==> src/rtl/aud_mix_pkg.sv <==
// Shared types and constants for the multi-channel stereo audio mixer.
package aud_mix_pkg;

    typedef enum logic [2:0] {
        IDLE,
        ACC,
        XF,
        ATT,
        OUT
    } state_e;

    localparam int unsigned GW        = 5;
    localparam logic [4:0]  MUTE_GAIN = 5'd16;

    localparam logic [1:0] XF_NONE = 2'd0;
    localparam logic [1:0] XF_8    = 2'd1;
    localparam logic [1:0] XF_4    = 2'd2;
    localparam logic [1:0] XF_HALF = 2'd3;

    // Accumulator width: sample width plus channel growth plus one guard bit.
    function automatic int unsigned acc_width(input int unsigned nch, input int unsigned dw);
        return dw + unsigned'($clog2(nch)) + 32'd1;
    endfunction

endpackage

==> src/rtl/aud_gain_ramp.sv <==
// One channel's gain register: steps by one toward its target on each accepted sample.
module aud_gain_ramp
    import aud_mix_pkg::*;
(
    input  logic          clk,
    input  logic          reset_n,
    input  logic          step_i,
    input  logic [GW-1:0] att_i,
    output logic [GW-1:0] gain_o
);

    logic [GW-1:0] gain_q;
    logic [GW-1:0] gain_d;
    logic [GW-1:0] target_c;

    assign target_c = att_i[4] ? MUTE_GAIN : {1'b0, att_i[3:0]};

    always_comb begin
        gain_d = gain_q;
        if (step_i) begin
            if (gain_q < target_c) begin
                gain_d = gain_q + 5'd1;
            end else if (gain_q > target_c) begin
                gain_d = gain_q - 5'd1;
            end
        end
    end

    // Reset to muted so channels fade in after reset instead of popping.
    always_ff @(posedge clk or negedge reset_n) begin
        if (!reset_n) begin
            gain_q <= MUTE_GAIN;
        end else begin
            gain_q <= gain_d;
        end
    end

    assign gain_o = gain_q;

endmodule

==> src/rtl/aud_mix_multi.sv <==
// Multi-channel stereo mixer: per-channel ramped attenuation, sequential accumulate,
// crossfeed, master attenuation and saturation to the output sample width.
module aud_mix_multi
    import aud_mix_pkg::*;
#(
    parameter int unsigned NCH = 4,
    parameter int unsigned DW  = 16
) (
    input  logic              clk,
    input  logic              reset_n,
    input  logic              ce,
    input  logic [NCH*DW-1:0] in_l,
    input  logic [NCH*DW-1:0] in_r,
    input  logic [NCH*5-1:0]  ch_att,
    input  logic [1:0]        mix,
    input  logic [4:0]        master_att,
    output logic [DW-1:0]     out_l,
    output logic [DW-1:0]     out_r,
    output logic              out_valid,
    output logic              busy,
    output logic              clip,
    output logic              overrun
);

    localparam int unsigned AW = acc_width(NCH, DW);
    localparam int unsigned XW = AW + 1;
    localparam int unsigned IW = (NCH > 1) ? $clog2(NCH) : 1;

    localparam logic signed [XW-1:0] SAT_MAX = {{(XW-DW+1){1'b0}}, {(DW-1){1'b1}}};
    localparam logic signed [XW-1:0] SAT_MIN = {{(XW-DW+1){1'b1}}, {(DW-1){1'b0}}};

    state_e               state_q, state_d;
    logic [IW-1:0]        idx_q, idx_d;
    logic [NCH*DW-1:0]    snap_l_q, snap_l_d;
    logic [NCH*DW-1:0]    snap_r_q, snap_r_d;
    logic [1:0]           mix_q, mix_d;
    logic signed [AW-1:0] acc_l_q, acc_l_d;
    logic signed [AW-1:0] acc_r_q, acc_r_d;
    logic signed [XW-1:0] xf_l_q, xf_l_d;
    logic signed [XW-1:0] xf_r_q, xf_r_d;
    logic [DW-1:0]        out_l_q, out_l_d;
    logic [DW-1:0]        out_r_q, out_r_d;
    logic                 out_valid_q, out_valid_d;
    logic                 busy_q, busy_d;
    logic                 clip_q, clip_d;
    logic                 overrun_q, overrun_d;

    logic                 accept_c;
    logic [GW-1:0]        gain [NCH];
    logic signed [DW-1:0] smp_l_c, smp_r_c;
    logic [GW-1:0]        gsel_c;
    logic signed [XW-1:0] att_l_c, att_r_c;
    logic [DW:0]          sat_l_c, sat_r_c;

    // Arithmetic-shift one sample into accumulator width; a muted gain contributes nothing.
    function automatic logic signed [AW-1:0] scale(input logic signed [DW-1:0] s,
                                                   input logic [GW-1:0]        g);
        logic signed [AW-1:0] ext;
        ext = AW'(s);
        if (g >= MUTE_GAIN) begin
            return '0;
        end
        return ext >>> g[3:0];
    endfunction

    // Crossfeed of channel a with the opposite channel b; call with arguments swapped for R.
    function automatic logic signed [XW-1:0] xfeed(input logic signed [AW-1:0] a,
                                                   input logic signed [AW-1:0] b,
                                                   input logic [1:0]           m);
        logic signed [XW-1:0] x;
        logic signed [XW-1:0] y;
        logic signed [XW-1:0] r;
        x = XW'(a);
        y = XW'(b);
        r = x;
        case (m)
            XF_NONE: r = x;
            XF_8:    r = x - (x >>> 3) + (y >>> 3);
            XF_4:    r = x - (x >>> 2) + (y >>> 2);
            XF_HALF: r = (x >>> 1) + (y >>> 1);
        endcase
        return r;
    endfunction

    // Clamp to DW signed; the MSB of the result flags that clamping happened.
    function automatic logic [DW:0] saturate(input logic signed [XW-1:0] x);
        if (x > SAT_MAX) begin
            return {1'b1, 1'b0, {(DW-1){1'b1}}};
        end
        if (x < SAT_MIN) begin
            return {1'b1, 1'b1, {(DW-1){1'b0}}};
        end
        return {1'b0, x[DW-1:0]};
    endfunction

    // A sample is taken when idle or in the output cycle; anything else is an overrun.
    assign accept_c = ce && ((state_q == IDLE) || (state_q == OUT));

    for (genvar k = 0; k < NCH; k++) begin : gen_ramp
        aud_gain_ramp u_ramp (
            .clk     (clk),
            .reset_n (reset_n),
            .step_i  (accept_c),
            .att_i   (ch_att[k*GW +: GW]),
            .gain_o  (gain[k])
        );
    end

    always_comb begin
        smp_l_c = '0;
        smp_r_c = '0;
        gsel_c  = MUTE_GAIN;
        for (int unsigned k = 0; k < NCH; k++) begin
            if (idx_q == IW'(k)) begin
                smp_l_c = snap_l_q[k*DW +: DW];
                smp_r_c = snap_r_q[k*DW +: DW];
                gsel_c  = gain[k];
            end
        end
    end

    always_comb begin
        att_l_c = '0;
        att_r_c = '0;
        if (!master_att[4]) begin
            att_l_c = xf_l_q >>> master_att[3:0];
            att_r_c = xf_r_q >>> master_att[3:0];
        end
    end

    assign sat_l_c = saturate(att_l_c);
    assign sat_r_c = saturate(att_r_c);

    always_comb begin
        state_d     = state_q;
        idx_d       = idx_q;
        snap_l_d    = snap_l_q;
        snap_r_d    = snap_r_q;
        mix_d       = mix_q;
        acc_l_d     = acc_l_q;
        acc_r_d     = acc_r_q;
        xf_l_d      = xf_l_q;
        xf_r_d      = xf_r_q;
        out_l_d     = out_l_q;
        out_r_d     = out_r_q;
        out_valid_d = 1'b0;
        clip_d      = clip_q;
        overrun_d   = overrun_q | (ce & ~accept_c);
        case (state_q)
            IDLE, OUT: begin
                state_d = IDLE;
                if (accept_c) begin
                    snap_l_d = in_l;
                    snap_r_d = in_r;
                    mix_d    = mix;
                    acc_l_d  = '0;
                    acc_r_d  = '0;
                    idx_d    = '0;
                    state_d  = ACC;
                end
            end
            ACC: begin
                acc_l_d = acc_l_q + scale(smp_l_c, gsel_c);
                acc_r_d = acc_r_q + scale(smp_r_c, gsel_c);
                if (idx_q == IW'(NCH - 1)) begin
                    state_d = XF;
                end else begin
                    idx_d = idx_q + IW'(1);
                end
            end
            XF: begin
                xf_l_d  = xfeed(acc_l_q, acc_r_q, mix_q);
                xf_r_d  = xfeed(acc_r_q, acc_l_q, mix_q);
                state_d = ATT;
            end
            // Outputs are captured on the edge into OUT so out_valid lands NCH+3 cycles after ce.
            ATT: begin
                out_l_d     = sat_l_c[DW-1:0];
                out_r_d     = sat_r_c[DW-1:0];
                clip_d      = clip_q | sat_l_c[DW] | sat_r_c[DW];
                out_valid_d = 1'b1;
                state_d     = OUT;
            end
            default: state_d = IDLE;
        endcase
        busy_d = (state_d == ACC) || (state_d == XF) || (state_d == ATT);
    end

    always_ff @(posedge clk or negedge reset_n) begin
        if (!reset_n) begin
            state_q     <= IDLE;
            idx_q       <= '0;
            snap_l_q    <= '0;
            snap_r_q    <= '0;
            mix_q       <= '0;
            acc_l_q     <= '0;
            acc_r_q     <= '0;
            xf_l_q      <= '0;
            xf_r_q      <= '0;
            out_l_q     <= '0;
            out_r_q     <= '0;
            out_valid_q <= 1'b0;
            busy_q      <= 1'b0;
            clip_q      <= 1'b0;
            overrun_q   <= 1'b0;
        end else begin
            state_q     <= state_d;
            idx_q       <= idx_d;
            snap_l_q    <= snap_l_d;
            snap_r_q    <= snap_r_d;
            mix_q       <= mix_d;
            acc_l_q     <= acc_l_d;
            acc_r_q     <= acc_r_d;
            xf_l_q      <= xf_l_d;
            xf_r_q      <= xf_r_d;
            out_l_q     <= out_l_d;
            out_r_q     <= out_r_d;
            out_valid_q <= out_valid_d;
            busy_q      <= busy_d;
            clip_q      <= clip_d;
            overrun_q   <= overrun_d;
        end
    end

    assign out_l     = out_l_q;
    assign out_r     = out_r_q;
    assign out_valid = out_valid_q;
    assign busy      = busy_q;
    assign clip      = clip_q;
    assign overrun   = overrun_q;

endmodule

==> config.mk <==
export PLATFORM = sky130hd
export DESIGN_NAME = aud_mix_multi
export DESIGN_NICKNAME = d
export VERILOG_FILES = /design/src/rtl/aud_mix_pkg.sv /design/src/rtl/aud_gain_ramp.sv /design/src/rtl/aud_mix_multi.sv
export SDC_FILE = /design/constraint.sdc
export NUM_CORES = 1
export LEC_CHECK = 0
export CAP_MARGIN = 0
export CORE_MARGIN = 2
export CORE_UTILIZATION = 55
export DETAILED_ROUTE_END_ITERATION = 16
export DONT_BUFFER_PORTS = 1
export HOLD_SLACK_MARGIN = 0.02
export PLACE_DENSITY = 0.69
export REMOVE_ABC_BUFFERS = 1
export SYNTH_ARGS = -nofsm -noshare
export SYNTH_HDL_FRONTEND = slang
export SYNTH_SLANG_ARGS = --single-unit
==> constraint.sdc <==
create_clock -name clk -period 4.6 [get_ports clk]
set_clock_uncertainty 0.05 [all_clocks]
set_input_delay 0.46 -clock clk [delete_from_list [all_inputs] [get_ports clk]]
set_output_delay 0.46 -clock clk [all_outputs]
set_load 0.03 [all_outputs]
# ---- Word-level counts from Yosys, hierarchy flattened
# Index checks and enable logic that the tools add are counted.
dict set report word_totals {
  register_bits 269
  input_bits 158
  wordCells 155
  output_inout_bits 36
}
dict set report classes {
  mux 59
  n_eq_ne 15
  n_reduce_logical 20
  bitwise_logic 5
  n_shift 4
  add_sub_neg 20
  order_cmp 13
}
# cell n
set op_table {}
lappend op_table {{20-bit one-hot mux with 4 select lines} 2}
lappend op_table {{17-bit two-way mux} 8}
lappend op_table {{16-bit two-way mux} 8}
lappend op_table {{19-bit two-way mux} 6}
lappend op_table {{5-bit two-way mux} 16}
lappend op_table {{19-bit one-hot mux with 2 select lines} 2}
lappend op_table {{20-bit by 16-bit adder with 20-bit output} 2}
lappend op_table {{20-bit by 17-bit adder with 20-bit output} 2}
lappend op_table {{20-bit by 16-bit greater-than comparator with 1-bit output, second input constant} 2}
lappend op_table {{20-bit by 16-bit less-than comparator with 1-bit output, second input constant} 2}
lappend op_table {{20-bit two-way mux} 2}
lappend op_table {{20-bit by 4-bit >>> shifter with 20-bit output} 2}
lappend op_table {{19-bit by 16-bit subtractor with 20-bit output} 2}
lappend op_table {{19-bit by 17-bit subtractor with 20-bit output} 2}
lappend op_table {{19-bit adder} 2}
lappend op_table {{16-bit by 4-bit >>> shifter with 19-bit output} 2}
lappend op_table {{5-bit by 1-bit adder with 5-bit output, second input constant} 4}
lappend op_table {{5-bit greater-than comparator} 4}
lappend op_table {{5-bit less-than comparator} 4}
lappend op_table {{5-bit by 1-bit subtractor with 5-bit output, second input constant} 4}
lappend op_table {{18-bit by 18-bit adder with 19-bit output} 1}
lappend op_table {{3-bit by 2-bit equality test with 1-bit output, second input constant} 4}
lappend op_table {{3-bit one-hot mux with 4 select lines} 1}
lappend op_table {{2-bit AND reduction} 6}
lappend op_table {{21 further kinds} 46}

# ---- Longest topological paths before layout
dict set report depth {
  depth_word 12
  ltp_mapped 23
  mapped_depth_nobuf 20
}

# ---- Modules after synthesis
# A second synthesis with hierarchy kept.
dict set report hier_totals {
  cells_unflattened 2916
  hier_area_um2 23904.2
}
# module seq_area_each_um2 area_each_um2 cells_per_inst n_inst
set by_module_without_submodules {}
lappend by_module_without_submodules {aud_mix_multi 6231.0 21964.8 2736 1}
lappend by_module_without_submodules {{aud_gain_ramp (gen_ramp[0].u_ramp ...)} 126.4 486.7 45 3}
lappend by_module_without_submodules {{aud_gain_ramp (gen_ramp[3].u_ramp)} 126.4 479.2 45 1}

# ---- Worst setup path after synthesis
# Ideal clock, no wire load.
dict set report synth_timing {
  kind {flip-flop to flip-flop}
  startpoint {register idx_q[0]}
  endpoint {register acc_l_q[18]}
  arrival_ns 4.429
  period_less_slack_ns 4.617
  n_path_buf 2
  setup_time_ns 0.138
  path_slack_ns -0.017
  path_stages_with_launch 23
  t_required_ns 4.412
  path_cell_list {dfrtp_1 inv_1 ha_1 nor2b_1 buf_2 a221oi_1 nor3_1 a21oi_2 buf_4 mux2i_1 nand2_1 nand2_1 o22ai_1 ha_1 fa_1 a211oi_1 o211a_1 o31ai_2 a31oi_1 o21ai_1 and4b_1 a2111oi_0 a21oi_1}
}
dict set report synth_between {
  elab_chain_cells 12
  elab_cells_between_ends 20
  cone_classes {add/sub: 1; order compare: 1; eq/ne: 3; shift: 1; mux: 13; reduce/logical: 1}
}
# item line_no
set synth_rtl {}
lappend synth_rtl {{start, declared} aud_mix_multi.sv:33} ;# logic [IW-1:0] idx_q, idx_d;
lappend synth_rtl {{start signal, assigned} aud_mix_multi.sv:208} ;# idx_q <= idx_d;
lappend synth_rtl {{2-bit logical NOT} aud_mix_multi.sv:114} ;# if (idx_q == IW'(k)) begin
lappend synth_rtl {{5-bit two-way mux (4 in series)} aud_mix_multi.sv:114}
lappend synth_rtl {{5-bit greater-or-equal comparator} aud_mix_multi.sv:60} ;# if (g >= MUTE_GAIN) begin
lappend synth_rtl {{1-bit two-way mux} aud_mix_multi.sv:60}
lappend synth_rtl {{1-bit two-way mux} aud_mix_multi.sv:149} ;# case (state_q)
lappend synth_rtl {{19-bit two-way mux *} aud_mix_multi.sv:63} ;# return ext >>> g[3:0];
lappend synth_rtl {{19-bit two-way mux *} aud_mix_multi.sv:149}
lappend synth_rtl {{19-bit adder *} aud_mix_multi.sv:163} ;# acc_l_d = acc_l_q + scale(smp_l_c, gsel_c);
lappend synth_rtl {{19-bit one-hot mux with 2 select lines *} aud_mix_multi.sv:149}
lappend synth_rtl {{end signal, assigned} aud_mix_multi.sv:212} ;# acc_l_q <= acc_l_d;
lappend synth_rtl {{end, declared} aud_mix_multi.sv:37} ;# logic signed [AW-1:0] acc_l_q, acc_l_d;
# Mark *: on every way between the ends. The rest lies on a longest branch, timed or not. The select of a mux whose other input is x is not followed.
# A chain may end at the register's enable or synchronous reset.

# ---- Worst setup path after layout
dict set report layout_timing {
  startpoint {register idx_q[0]}
  endpoint {register acc_l_q[9]}
}
# The elaborated chain is that of the path after synthesis.

==> impl_metrics.py <==
metrics = {
    "run_status": {
        "run_status": "complete, but fails checks",
        "failing_checks": "negative hold slack",
    },
    "placement": {
        "dpl_cell_area_sq_um": 25100,
        "place_congestion": 0.957,
        "io_buffer_count": 0,
        "estimated_wirelength_of_the_detail_placed_design_microns": 54800,
    },
    "route": {
        "dr_total_vias": 22200,
        "avgRoutedWirePerCell_microns": 20.5,
        "first_pass_iters": 5,
        "dr.first_iter.drc_count": 1485,
        "routed_wirelength_microns": 75700,
        "detail-route-antenna-nets": 0,
        "drc_errors_left": 0,
        "via_per_inst": 6.02,
    },
    "sta": {
        "worst_margin_slew_ns": 1.22,
        "final.hold.worst_slack_ns": -0.506,
        "hold_violations": 269,
        "max-slew-margin-rel": 0.182,
        "grt_setup_unrepaired": "true",
        "final_critical_path_time_including_i_o_delays_and_setup_ns": 4.59,
        "fin_crit_sh": 0.998,
        "drv_slew": 0,
        "finalSetupViolations": 0,
        "max_freq_ghz": 0.218,
    },
    "floorplanning": {
        "boundaryPins": 194,
        "floorplan.initialDensity": 0.554,
        "die_height_microns": 212,
        "core_region_area_sq_um": 42900,
        "number_of_rows_created_at_floorplan": 76,
        "dieArea_sq_um": 44800,
        "die_w_microns": 212,
    },
    "clock_tree": {
        "tritoncts_num_sinks": 269,
        "ctsHtreeMaxLevel": 1,
        "clock_tree_from_tritoncts": "built",
        "clk_transition_reported_paths_ns": 0.07,
        "worst_skew_late_latency_ns": 0.62,
        "clock_tree_buf_depth": 3,
        "cts_inserted_buffers": 31,
        "cts-hold-fix-buffers": 133,
        "clk_root_buffer_cell": "sky130_fd_sc_hd__clkbuf_16",
    },
    "synthesis": {
        "yosys_warnings": 0,
        "seq_cells_post_synth": 269,
        "syn_avg_cell_area_sq_um": 8.23,
        "ys_types": 88,
        "synthesized_instance_count": 2885,
        "synth.cell_area_sq_um": 23700,
        "netlist.area_leader.share": 0.279,
        "synth-async-reset-ratio": 1.00,
        "synth_sequential_area_ratio": 0.284,
        "ys_dominant_reg_cell": "sky130_fd_sc_hd__dfrtp_1",
        "synth.largest_area_cell": "sky130_fd_sc_hd__dfrtp_1",
        "synth_area_leaders": "sky130_fd_sc_hd__dfrtp_1 28%, sky130_fd_sc_hd__nand2_1 10%, sky130_fd_sc_hd__ha_1 9.6%",
        "yosysMostFrequentCell": "sky130_fd_sc_hd__nand2_1",
        "edff_count_synth": 0,
        "post_synth_most_frequent_cells": "630 x sky130_fd_sc_hd__nand2_1, 265 x sky130_fd_sc_hd__dfrtp_1, 230 x sky130_fd_sc_hd__inv_1, 191 x sky130_fd_sc_hd__a21oi_1, 183 x sky130_fd_sc_hd__ha_1",
    },
    "grt": {
        "antenna_violations_before_repair": 0,
        "via_count_of_the_first_global_routing_pass": 22300,
        "gr-usage-all-layers": 0.335,
        "grt_start_max_net_pins": 270,
        "grt.overflow.total": 0,
        "grt_first_pass_wirelength_microns": 119000,
    },
    "setup_path": {
        "cp-start-kind": "flip-flop",
        "element_type_at_the_critical_path_end": "flip-flop",
        "data_arrival_time_of_the_worst_path_ns": 5.05,
        "crit_required_ns": 5.06,
        "critical_path.max_fanout": 5,
        "critical_path_class": "reg -> reg",
    },
    "run": {
        "timing.max_cap.violations": 0,
    },
    "final_layout": {
        "diodes": 0,
        "flow.area_growth_from_synthesis_pct": 18.0,
        "post_route_cells_drive_above_1_share": 0.117,
        "num-nets-final": 3495,
        "fin_area_sq_um": 28000,
    },
    "hold_path": {
        "worst_hold_path_type": "in -> async",
    },
}
[critical path, cell delays in order, from the launching register on]
cell	delay [ns]
sky130_fd_sc_hd__dfrtp_1	0.40
sky130_fd_sc_hd__buf_4	0.15
sky130_fd_sc_hd__ha_4	0.17
sky130_fd_sc_hd__nor2b_4	0.30
sky130_fd_sc_hd__buf_4	0.18
sky130_fd_sc_hd__a221oi_1	0.07
sky130_fd_sc_hd__nor3_1	0.22
sky130_fd_sc_hd__a21o_1	0.25
sky130_fd_sc_hd__nand2_1	0.13
sky130_fd_sc_hd__buf_4	0.18
sky130_fd_sc_hd__buf_4	0.16
sky130_fd_sc_hd__a21oi_1	0.13
sky130_fd_sc_hd__nand2_1	0.08
sky130_fd_sc_hd__o21ai_1	0.13
sky130_fd_sc_hd__ha_2	0.32
sky130_fd_sc_hd__buf_4	0.15
sky130_fd_sc_hd__nand3_1	0.07
sky130_fd_sc_hd__o211ai_1	0.15
sky130_fd_sc_hd__or2_4	0.29
sky130_fd_sc_hd__nor3b_1	0.13
sky130_fd_sc_hd__or4_1	0.51
sky130_fd_sc_hd__a32o_1	0.27
[what timing repair did]
item,CTS,global route
endpoints found under the hold margin,403,269
buffers inserted,5,10
cloned,0,2
pin swaps,4,19
endpoints found under the setup margin,6,14
resized for setup,23,55
[state kept, by name, summed over array words and instances (netlist names), 3 cells and up]
| name | flops |
|---|---|
| snap_l_q | 64 |
| snap_r_q | 64 |
| gen_ramp.u_ramp.gain_o | 20 |
| xf_l_q | 20 |
| xf_r_q | 20 |
| acc_l_q | 19 |
| acc_r_q | 19 |
| out_l | 16 |
| out_r | 16 |
| state_q | 3 |
[worst paths after layout]
| kind | from | slack (ns) | to | cells past startpoint |
|---|---|---|---|---|
| max | idx_q[0] | 0.01 | acc_l_q[9] | 21 |
| min | reset_n | -0.51 | out_l[10] | 0 |
| max reg2reg | idx_q[0] | 0.01 | acc_l_q[9] | 21 |
| min reg2reg | snap_r_q[34] | 0.43 | snap_r_q[34] | 2 |
| max in group asynchronous | reset_n | 4.36 | snap_r_q[44] | 0 |
| min in group clk | master_att[3] | 0.06 | out_l[13] | 2 |
[cell type report]
class,instances,area [sq um]
Sequential cell,269,6740
Multi-Input combinational cell,2252,15900
Timing Repair Buffer,293,2700
Clock inverter,16,198
Fill cell,3538,14900
Clock buffer,42,877
Tap cell,585,732
Inverter,232,872
[logic make-up (layout without fill, tap and decap cells)]
logic type | Yosys count | after routing | share of synthesized area
simple gates | 970 | 970 | 0.172
compound gates | 753 | 753 | 0.204
buf+inv | 364 | 583 | 0.0605
flops | 269 | 269 | 0.284
fa+ha+maj | 258 | 258 | 0.160
mux | 153 | 153 | 0.0766
xor+xnor | 118 | 118 | 0.0435
[through the flow]
stage          TNS [ns]  cells   util  setup WS, ns
3_5_place_dp     -0.797   3481  0.586        -0.428
4_1_cts               0   3677  0.645       0.00430
3_3_place_gp     -0.402   3481  0.586        -0.271
5_1_grt          -0.516   3689  0.653        -0.185
6_report              0   3689  0.653        0.0107
2_1_floorplan    -46.86   2753      -         -2.02
[cells in the final DEF (no fill, tap or decap), types with 10 or more instances in the layout]
master / n
sky130_fd_sc_hd__nand2_1: 628
sky130_fd_sc_hd__dfrtp_1: 265
sky130_fd_sc_hd__inv_1: 228
sky130_fd_sc_hd__a21oi_1: 187
sky130_fd_sc_hd__ha_1: 176
sky130_fd_sc_hd__nor2_1: 165
sky130_fd_sc_hd__o21ai_0: 156
sky130_fd_sc_hd__buf_4: 144
sky130_fd_sc_hd__dlygate4sd3_1: 133
sky130_fd_sc_hd__mux2i_1: 88
sky130_fd_sc_hd__xnor2_1: 81
sky130_fd_sc_hd__fa_1: 73
sky130_fd_sc_hd__a21o_1: 45
sky130_fd_sc_hd__o22ai_1: 45
sky130_fd_sc_hd__xor2_1: 37
sky130_fd_sc_hd__mux2_2: 35
sky130_fd_sc_hd__a211oi_1: 33
sky130_fd_sc_hd__clkbuf_16: 33
sky130_fd_sc_hd__a221oi_1: 32
sky130_fd_sc_hd__nand3_1: 30
sky130_fd_sc_hd__a31oi_1: 30
sky130_fd_sc_hd__o21a_1: 27
sky130_fd_sc_hd__o31a_1: 27
sky130_fd_sc_hd__o21ai_1: 27
sky130_fd_sc_hd__nor3_1: 26
sky130_fd_sc_hd__nor2b_1: 24
sky130_fd_sc_hd__nand2b_1: 21
sky130_fd_sc_hd__o21bai_1: 20
sky130_fd_sc_hd__mux4_2: 19
sky130_fd_sc_hd__o211ai_1: 15
sky130_fd_sc_hd__o31ai_1: 10
[routing by layer]
| layer | track usage | routed length (microns) | share of wire |
|---|---|---|---|
| met2 | 0.590 | 37300 | 0.49 |
| met3 | 0.0408 | 4150 | 0.055 |
| met5 | 0 | 0 | 0 |
| met4 | 0.156 | 4000 | 0.053 |
| met1 | 0.410 | 30300 | 0.40 |
Power is not shown: default switching activity piles up to over one toggle a cycle in this logic, so the estimate is an artifact.
